<file path="src/rtl/fb_rect_writer.sv">
// rtl/fb_rect_writer.sv - filled-rectangle write engine for the 320x240 12-bit frame buffer
`ifndef DISP_ADDR_WIDTH
`define DISP_ADDR_WIDTH 17
`endif

module fb_rect_writer #(
  parameter int FB_WIDTH   = 320,
  parameter int FB_HEIGHT  = 240,
  parameter int ADDR_WIDTH = `DISP_ADDR_WIDTH
) (
  input  logic                  clk,
  input  logic                  reset,
  input  logic                  cmd_valid,
  output logic                  cmd_ready,
  input  logic [8:0]            cmd_x0,
  input  logic [7:0]            cmd_y0,
  input  logic [8:0]            cmd_w,
  input  logic [7:0]            cmd_h,
  input  logic [11:0]           cmd_color,
  output logic                  fb_we,
  output logic [ADDR_WIDTH-1:0] fb_write_addr,
  output logic [11:0]           fb_write_data,
  input  logic                  fb_wr_ready,
  output logic                  busy,
  output logic                  done
);

  typedef enum logic [1:0] {S_IDLE, S_CLIP, S_FILL, S_DONE} state_t;

  localparam logic [9:0] W10 = 10'(FB_WIDTH);
  localparam logic [9:0] H10 = 10'(FB_HEIGHT);

  state_t                state_q, state_d;
  logic [8:0]            x0_q, x0_d, w_q, w_d, x_q, x_d, x_last_q, x_last_d;
  logic [7:0]            y0_q, y0_d, h_q, h_d, y_q, y_d, y_last_q, y_last_d;
  logic [11:0]           color_q, color_d;
  logic [ADDR_WIDTH-1:0] row_base_q, row_base_d;
  logic [9:0]            x_end, y_end;

  // registered outputs, next values come from the output process
  logic                  fb_we_q, fb_we_d, busy_q, busy_d, done_q, done_d, cmd_ready_q, cmd_ready_d;
  logic [ADDR_WIDTH-1:0] addr_q, addr_d;
  logic [11:0]           data_q, data_d;

  // state, datapath and output registers; reset aborts any command in flight
  always_ff @(posedge clk or posedge reset) begin
    if (reset) begin
      state_q     <= S_IDLE;
      x0_q        <= '0;
      y0_q        <= '0;
      w_q         <= '0;
      h_q         <= '0;
      color_q     <= '0;
      x_q         <= '0;
      y_q         <= '0;
      x_last_q    <= '0;
      y_last_q    <= '0;
      row_base_q  <= '0;
      fb_we_q     <= 1'b0;
      addr_q      <= '0;
      data_q      <= '0;
      busy_q      <= 1'b0;
      done_q      <= 1'b0;
      cmd_ready_q <= 1'b0;
    end else begin
      state_q     <= state_d;
      x0_q        <= x0_d;
      y0_q        <= y0_d;
      w_q         <= w_d;
      h_q         <= h_d;
      color_q     <= color_d;
      x_q         <= x_d;
      y_q         <= y_d;
      x_last_q    <= x_last_d;
      y_last_q    <= y_last_d;
      row_base_q  <= row_base_d;
      fb_we_q     <= fb_we_d;
      addr_q      <= addr_d;
      data_q      <= data_d;
      busy_q      <= busy_d;
      done_q      <= done_d;
      cmd_ready_q <= cmd_ready_d;
    end
  end

  // next state: latch command, clip against the frame, raster walk with stall hold
  always_comb begin
    state_d    = state_q;
    x0_d       = x0_q;
    y0_d       = y0_q;
    w_d        = w_q;
    h_d        = h_q;
    color_d    = color_q;
    x_d        = x_q;
    y_d        = y_q;
    x_last_d   = x_last_q;
    y_last_d   = y_last_q;
    row_base_d = row_base_q;
    // 10-bit sums so x0+w / y0+h never wrap before the clamp
    x_end      = {1'b0, x0_q} + {1'b0, w_q};
    y_end      = {2'b0, y0_q} + {2'b0, h_q};
    case (state_q)
      S_IDLE: begin
        if (cmd_valid && cmd_ready_q) begin
          x0_d    = cmd_x0;
          y0_d    = cmd_y0;
          w_d     = cmd_w;
          h_d     = cmd_h;
          color_d = cmd_color;
          state_d = S_CLIP;
        end
      end
      S_CLIP: begin
        x_last_d = (x_end > W10) ? 9'(W10 - 10'd1) : 9'(x_end - 10'd1);
        y_last_d = (y_end > H10) ? 8'(H10 - 10'd1) : 8'(y_end - 10'd1);
        if (w_q == '0 || h_q == '0 || {1'b0, x0_q} >= W10 || {2'b0, y0_q} >= H10) begin
          state_d = S_DONE;
        end else begin
          x_d        = x0_q;
          y_d        = y0_q;
          row_base_d = ADDR_WIDTH'(y0_q) * ADDR_WIDTH'(FB_WIDTH);
          state_d    = S_FILL;
        end
      end
      S_FILL: begin
        if (fb_wr_ready) begin
          if (x_q < x_last_q) begin
            x_d = x_q + 9'd1;
          end else if (y_q < y_last_q) begin
            x_d        = x0_q;
            y_d        = y_q + 8'd1;
            row_base_d = row_base_q + ADDR_WIDTH'(FB_WIDTH);
          end else begin
            state_d = S_DONE;
          end
        end
      end
      S_DONE:  state_d = S_IDLE;
      default: state_d = S_IDLE;
    endcase
  end

  // output values registered alongside the state they belong to
  always_comb begin
    fb_we_d     = (state_d == S_FILL);
    addr_d      = fb_we_d ? (row_base_d + ADDR_WIDTH'(x_d)) : addr_q;
    data_d      = fb_we_d ? color_d : data_q;
    busy_d      = (state_d != S_IDLE);
    done_d      = (state_d == S_DONE);
    cmd_ready_d = (state_d == S_IDLE);
  end

  assign fb_we         = fb_we_q;
  assign fb_write_addr = addr_q;
  assign fb_write_data = data_q;
  assign busy          = busy_q;
  assign done          = done_q;
  assign cmd_ready     = cmd_ready_q;

endmodule

</file>
<file path="config.mk">
export PLATFORM = sky130hd
export DESIGN_NAME = fb_rect_writer
export DESIGN_NICKNAME = d
export VERILOG_FILES = /design/src/rtl/fb_rect_writer.sv
export SDC_FILE = /design/constraint.sdc
export NUM_CORES = 1
export LEC_CHECK = 0
export ABC_AREA = 1
export CAP_MARGIN = 40
export CORE_AREA = 2 2 124 126
export DETAILED_ROUTE_END_ITERATION = 12
export DIE_AREA = 0 0 126 128
export PLACE_DENSITY = 0.92
export SYNTH_ARGS = -nofsm -noshare
export SYNTH_HDL_FRONTEND = slang
export SYNTH_SLANG_ARGS = --single-unit
</file>
<file path="constraint.sdc">
create_clock -name clk -period 6.1 [get_ports clk]
set_clock_uncertainty 0.1 [all_clocks]
set_input_delay 1.22 -clock clk [delete_from_list [all_inputs] [get_ports clk]]
set_output_delay 1.22 -clock clk [all_outputs]
set_load 0.005 [all_outputs]
</file>
==> results of run 1 <==
-- layout by cell type, fill, tap and decap left out, drive strengths merged, types with 12 or more instances in the layout --
master / n
a21oi: 63
a22oi: 12
a31oi: 19
clkbuf: 17
clkdlybuf4s50: 82
dfrtp: 132
ha: 62
inv: 164
mux2: 23
nand2: 195
nand3: 75
nand4: 14
nor2: 98
o211ai: 15
o21ai: 49
o22ai: 13
xnor2: 12
xor2: 28
-- per-stage QoR --
step | worst slack (ps) | cells
after detailed placement | 1350 | 1282
after global placement | 1420 | 1281
after CTS | 1640 | 1314
after floorplan | 1250 | 1035
final | 1580 | 1314
after global routing | 1210 | 1314
-- flip-flops by register name, indices dropped and copies added (netlist names) --
register and flops:
busy 1, y_q 8, cmd_ready 1, w_q 9, x0_q 9, fb_write_data 12
x_last_q 9, state_q 2, row_base_q 17, fb_write_addr 17, color_q 12, x_q 9
done 1, y_last_q 8, h_q 8, y0_q 8, fb_we 1
-- layer usage --
layer	share of wire [%]	wire, µm	global-route usage, %	up-vias
li1	-	-	-	3616
met4	4.6	948	13.1	0
met3	7.0	1460	6.68	82
met1	41	8500	32.7	3574
met2	48	9910	45.5	343
met5	0	0	0	-
-- cells by family (layout without fill, tap and decap cells) --
logic type | count (synthesis) | count (layout) | synth area share [%]
muxes | 23 | 23 | 3.07
buffers and inverters | 183 | 274 | 8.43
xor gates and xnor gates | 40 | 40 | 4.15
adders and majority gates | 66 | 66 | 10.1
and+or+nand+nor | 396 | 396 | 20.8
AOI/OAI and AO/OA | 195 | 195 | 14.3
DFF | 132 | 132 | 39.1
-- area by class of cell --
| type | instances | area, µm² | area share (%) |
|---|---|---|---|
| clock buffers | 17 | 425 | 4.25 |
| multi-input cells | 720 | 4430 | 44.3 |
| inverters | 154 | 581 | 5.80 |
| clock inverters | 15 | 159 | 1.59 |
| well taps | 188 | 235 | 2.35 |
| flip-flops and latches | 132 | 3300 | 33.0 |
| repair buffers | 88 | 878 | 8.77 |
-- path summary, 6_finish.rpt --
| kind | depth (start not counted) | to | startpoint |
|---|---|---|---|
| setup / recovery | 23 | fb_write_addr[16]$_DFFE_PP0P_ | y_q[5]$_DFFE_PP0P_ |
| hold / removal | 2 | row_base_q[4]$_DFF_PP0_ | row_base_q[4]$_DFF_PP0_ |
| setup reg to reg | 23 | fb_write_addr[16]$_DFFE_PP0P_ | y_q[5]$_DFFE_PP0P_ |
| hold reg to reg | 2 | row_base_q[4]$_DFF_PP0_ | row_base_q[4]$_DFF_PP0_ |
| max in group asynchronous | 3 | row_base_q[16]$_DFF_PP0_ | reset |
| min in group asynchronous | 2 | h_q[4]$_DFFE_PP0P_ | reset |
-- worst max-delay path, cell delays in order, from the launching register on --
cell	delay, ps
sky130_fd_sc_hd__dfrtp_1	400
sky130_fd_sc_hd__ha_1	320
sky130_fd_sc_hd__nand2_1	110
sky130_fd_sc_hd__inv_1	70
sky130_fd_sc_hd__o21bai_2	170
sky130_fd_sc_hd__nand2_1	120
sky130_fd_sc_hd__inv_2	60
sky130_fd_sc_hd__nand2_1	300
sky130_fd_sc_hd__a211oi_1	330
sky130_fd_sc_hd__o221ai_1	130
sky130_fd_sc_hd__a22oi_1	250
sky130_fd_sc_hd__ha_1	250
sky130_fd_sc_hd__inv_1	70
sky130_fd_sc_hd__fa_1	390
sky130_fd_sc_hd__nand3b_1	160
sky130_fd_sc_hd__and2_1	190
sky130_fd_sc_hd__o211ai_1	250
sky130_fd_sc_hd__nand2_1	100
sky130_fd_sc_hd__nand2_1	110
sky130_fd_sc_hd__nand3_2	110
sky130_fd_sc_hd__nor2_2	170
sky130_fd_sc_hd__nand4_1	100
sky130_fd_sc_hd__nand3_1	100
sky130_fd_sc_hd__nand2_1	50
==> summary.md, run 1 <==
| Metric | Value |
|---|---|
| Result of the run | complete, no violations |
| Synthesized area divided by synthesized cell count | approximately 8.2 µm² |
| Inserted Diodes | 0 |
| Top achievable clock speed | approximately 220 MHz |
| Deepest level of the CTS H-tree | 4 |
| Full die area | around 0.016 mm² |
| Gr usage total | a little over a quarter |
| Flop and latch count out of synthesis | 132 |
| Crit path required time | 6330 ps |
| WS Path Type | flip-flop to flip-flop |
| Count of synthesis-stage warnings from yosys | 0 |
| Number of instances resized during post-cts repair | 0 |
| Number of buffers inserted by hold repair at cts | 0 |
| Yosys top cell area share | between 30% and 40% |
| Max Slew Vio Count | 0 |
| DR vias/cell | approximately 5.8 |
| Count of nets left with antenna violations after detail routing | 0 |
| Height of the die | roughly 130 µm |
| Final critical delay including setup and external delays | 4520 ps |
| Initial Utilization | between 50% and 60% |
| Detailed-route wire length | 20.8 mm |
| Final Instance Area | 0.0100 mm² |
| Placeable core region | between 0.01 and 0.015 mm² |
| Horizontal extent of the die | 126 µm |
| Clk Latency, worst-skew pair | 440 ps |
| Total of fill cells in the finished design | approximately 1100 |
| Number of enable-type register cells in the synthesized netlist | 0 |
| Arrival time reported for the critical path endpoint | about 4800 ps |
| Clock-pin slew on the worst setup and hold paths | roughly 60 ps |
| Slew at the pin with the worst max-slew slack | 871 ps |
| Area of the mapped netlist | around 0.0084 mm² |
| Worst min-delay path category | flip-flop to flip-flop |
| Gr ovfl total | 0 |
| Worst Setup End Kind | flip-flop |
| Final number of hold-violating endpoints | 0 |
| Maximum number of buffers from clock root to sink | 2 |
| Placer congestion estimate | 0.980 |
| Post-Synthesis Net Count | roughly 1200 |
| Via Count | roughly 7600 |
| Via count of the first global-routing pass | approximately 7600 |
| Most instantiated cells after synthesis | 189 x sky130_fd_sc_hd__nand2_1, 146 x sky130_fd_sc_hd__inv_1, 132 x sky130_fd_sc_hd__dfrtp_1 |
| Count of boundary I/O pins | between 80 and 90 |
| Top cells by area in the synthesized netlist | sky130_fd_sc_hd__dfrtp_1 39%, sky130_fd_sc_hd__ha_1 9.2%, sky130_fd_sc_hd__nand2_1 8.4% |
| Cell type with the highest aggregate area in the netlist | sky130_fd_sc_hd__dfrtp_1 |
| DRC | 0 |
| Proportion of register bits with asynchronous set or reset after synthesis | 100% |
| Most used flip-flop cell after synthesis | sky130_fd_sc_hd__dfrtp_1 |
| Layout cells sized above 1 | between 8 and 9% |
| Worst-case register-to-register setup slack | about 1600 ps |
| Pin count of the biggest net entering global routing | 48 |
| Clock tree from TritonCTS | done |
| Post-synth cell types | 46 |
| Largest fanout on the critical path | 13 |
| Drt first pass iters | 6 |
| Worst-case hold slack | 364 ps |
| Number of nets in the finished design | 1229 |
| Per-cell routed wire length | roughly 16 µm |
| Area added between synthesis and finish | 18.6% |
| Clk Tree Root Cell | sky130_fd_sc_hd__clkbuf_16 |
| Final design utilization | around two thirds |
| Share of synthesized area occupied by flip-flops and latches | roughly 40% |
| Startpoint type of the worst setup path | flip-flop |
| Number of CTS-inserted buffers | 17 |
| Setup TNS after final layout | 0 ps |
| # rows | 45 |
| HPWL after detailed placement | ~14 mm |
| Fin crit share | between 70% and 80% |
| Instance area at placement | 0.00943 mm² |
| Wire length of the first global-routing pass | ~35 mm |
| Final setup fails | 0 |
| Count of buffers added by post-CTS timing repair for setup | 0 |
| Cell with the most instances after synthesis | sky130_fd_sc_hd__nand2_1 |
| Cells after Synth | between 1000 and 1500 |
| RSZ-0062 raised after global routing | false |
| Initial drt markers | around 670 |
| Max-Cap Viols | 0 |
| Clk sink count | between 100 and 150 |
| Worst-case headroom to the max-slew limit | around two fifths |
| # port buffers | 82 |
| Number of antenna violations at the first check in global routing | 0 |
Power of run 1 is not shown: default switching activity piles up to over one toggle a cycle in this logic, so the estimate is an artifact.
==> inputs of run 2 (changes only) <==
- CORE_AREA: 2 2 124 126 -> 2 2 130 132
- DIE_AREA: 0 0 126 128 -> 0 0 132 134
- PLACE_DENSITY: 0.92 -> 0.89
- clock period: 6.1 -> 3.7 ns (I/O delays scaled with it)
==> summary.md, run 2 (synthesized netlist as in run 1, its figures left out) <==
| Metric | Value |
|---|---|
| Number of CTS-inserted buffers | 17 |
| FF/Latch Area | between 0.003 and 0.004 mm² |
| Highest-count cells in the layout ignoring fill and taps | 183 x sky130_fd_sc_hd__nand2_1, 139 x sky130_fd_sc_hd__inv_1, 131 x sky130_fd_sc_hd__dfrtp_1, 104 x sky130_fd_sc_hd__buf_4, 86 x sky130_fd_sc_hd__nor2_1 |
| Count of boundary I/O pins | just over 80 |
| Clock tree from TritonCTS | done |
| # rows | 47 |
| Initial Utilization | roughly half |
| Horizontal extent of the die | around 130 µm |
| Slew at the pin with the worst max-slew slack | between 800 and 900 ps |
| Pin count of the biggest net entering global routing | 80 |
| Top achievable clock speed | ~260 MHz |
| Crit path required time | just under 4000 ps |
| Slowest stage cell, crit path | sky130_fd_sc_hd__dfrtp_1 |
| Failing checks | setup timing |
| Max-Cap Viols | 0 |
| Maximum number of buffers from clock root to sink | 2 |
| DRC | 0 |
| Height of the die | 134 µm |
| Worst min-delay path category | flip-flop to flip-flop |
| Full die area | about 0.018 mm² |
| Final setup fails | 8 |
| Number of nets in the finished design | 1332 |
| Gr usage total | approximately a quarter |
| Wire length of the first global-routing pass | about 38 mm |
| Worst Setup End Kind | flip-flop |
| Per-cell routed wire length | roughly 16 µm |
| GRT met2 Usage | ~47% |
| Deepest level of the CTS H-tree | 4 |
| Via count of the first global-routing pass | roughly 8100 |
| Number of antenna violations at the first check in global routing | 0 |
| HPWL after detailed placement | 16.1 mm |
| RSZ-0062 raised after global routing | true |
| CP Buf/Inv Count | 5 |
| Clk Latency, worst-skew pair | approximately 430 ps |
| Final critical delay including setup and external delays | 3790 ps |
| # port buffers | 82 |
| Count of nets left with antenna violations after detail routing | 0 |
| Initial drt markers | 784 |
| Arrival time reported for the critical path endpoint | between 4000 and 5000 ps |
| Layout cells sized above 1 | a little under 20% |
| Clk sink count | roughly 130 |
| Drt first pass iters | 5 |
| Startpoint type of the worst setup path | flip-flop |
| Result of the run | finished with violations |
| Met3 track demand over resource | approximately 4.8% |
| WS Path Type | flip-flop to flip-flop |
| Detailed-route wire length | ~24 mm |
| Clock-pin slew on the worst setup and hold paths | about 60 ps |
| Placer congestion estimate | approximately 0.96 |
| Worst-case headroom to the max-slew limit | 45.0% |
| Most Used Layer, Global Route | met2 |
| GR met1 Demand/Resource | just over 30% |
| Setup TNS after final layout | -500 ps |
| Clk Tree Root Cell | sky130_fd_sc_hd__clkbuf_16 |
| CP top delay family | compound AO/OA/AOI/OAI gates |
| Total of fill cells in the finished design | roughly 1100 |
| Fin crit share | 102% |
| Max Slew Vio Count | 0 |
| Largest fanout on the critical path | 9 |
| Area of the multi-input gates | roughly 0.0047 mm² |
| Worst Setup Slack, final | -91.1 ps |
| Area added between synthesis and finish | 31.0% |
| DR vias/cell | between 5 and 6 |
| Gr ovfl total | 0 |
| Number of buffers inserted by hold repair at cts | 0 |
| Inserted Diodes | 0 |
| Placeable core region | approximately 0.016 mm² |
| Commonest non-fill, non-tap cell in the layout | sky130_fd_sc_hd__nand2_1 |
| Final number of hold-violating endpoints | 0 |
| Cell with the most instances on the worst path | sky130_fd_sc_hd__nand2_1 |
| Via Count | 8161 |
| CP max stage delay | between 300 and 400 ps |
[run 2: cell count changes in the layout (fill, tap and decap cells not counted), sizes merged]
cell and delta:
buf +103, clkbuf +1, clkinv +5, clkinvlp +1
inv -7
[run 2: final cells by class]
class,count,area share (%)
multi-input cells,720,42.2
flip-flops and latches,132,29.9
repair buffers,191,15.1
inverters,154,5.26
clock buffers,18,3.88
well taps,220,2.49
clock inverters,14,1.17
[run 2: what timing repair did]
item                       CTS  global route
setup buffers               12             4
pin swaps                   30            10
setup endpoints to repair    8            12
gates resized for setup     31            14
[run 2: routing by layer]
metal	routed length, µm	up-vias
li1	-	3835
met3	1470	124
met5	0	-
met4	1190	0
met1	9280	3839
met2	11600	363
[run 2: worst register-to-register path, delay by kind of cell, from the launching register on]
kind | cells | cell delay, ps
AOI/OAI and AO/OA | 8 | 1440
and+or+nand+nor | 11 | 840
adders and majority gates | 2 | 540
DFF | 1 | 360
buffers and inverters | 5 | 410
[run 2: path summary, 6_finish.rpt]
kind	startpoint	endpoint	slack [ps]	cells after the start
max in group asynchronous	reset	x_q[4]$_DFF_PP0_	2050	3
worst max register to register	y_last_q[5]$_DFFE_PP0P_	fb_write_addr[15]$_DFFE_PP0P_	-90	26
worst min register to register	row_base_q[3]$_DFF_PP0_	row_base_q[3]$_DFF_PP0_	370	2
worst max-delay path	y_last_q[5]$_DFFE_PP0P_	fb_write_addr[15]$_DFFE_PP0P_	-90	26
worst min-delay path	row_base_q[3]$_DFF_PP0_	row_base_q[3]$_DFF_PP0_	370	2
min in group asynchronous	reset	h_q[1]$_DFFE_PP0P_	590	2
[run 2: through the flow]
| stage | hold WS (ps) | cells | instance area (µm²) | setup slack (ps) | utilization, % |
|---|---|---|---|---|---|
| floorplan | 334 | 1035 | 8500 | 9.21 | - |
| global placement | 349 | 1401 | 10200 | -212 | 62.5 |
| detailed placement | 352 | 1401 | 10200 | -267 | 62.5 |
| CTS | 368 | 1445 | 11000 | -11.2 | 67.3 |
| global route | 393 | 1449 | 11100 | -311 | 67.9 |
| finish | 369 | 1449 | 11100 | -91.1 | 67.9 |
Power of run 2 is left out for the same reason.
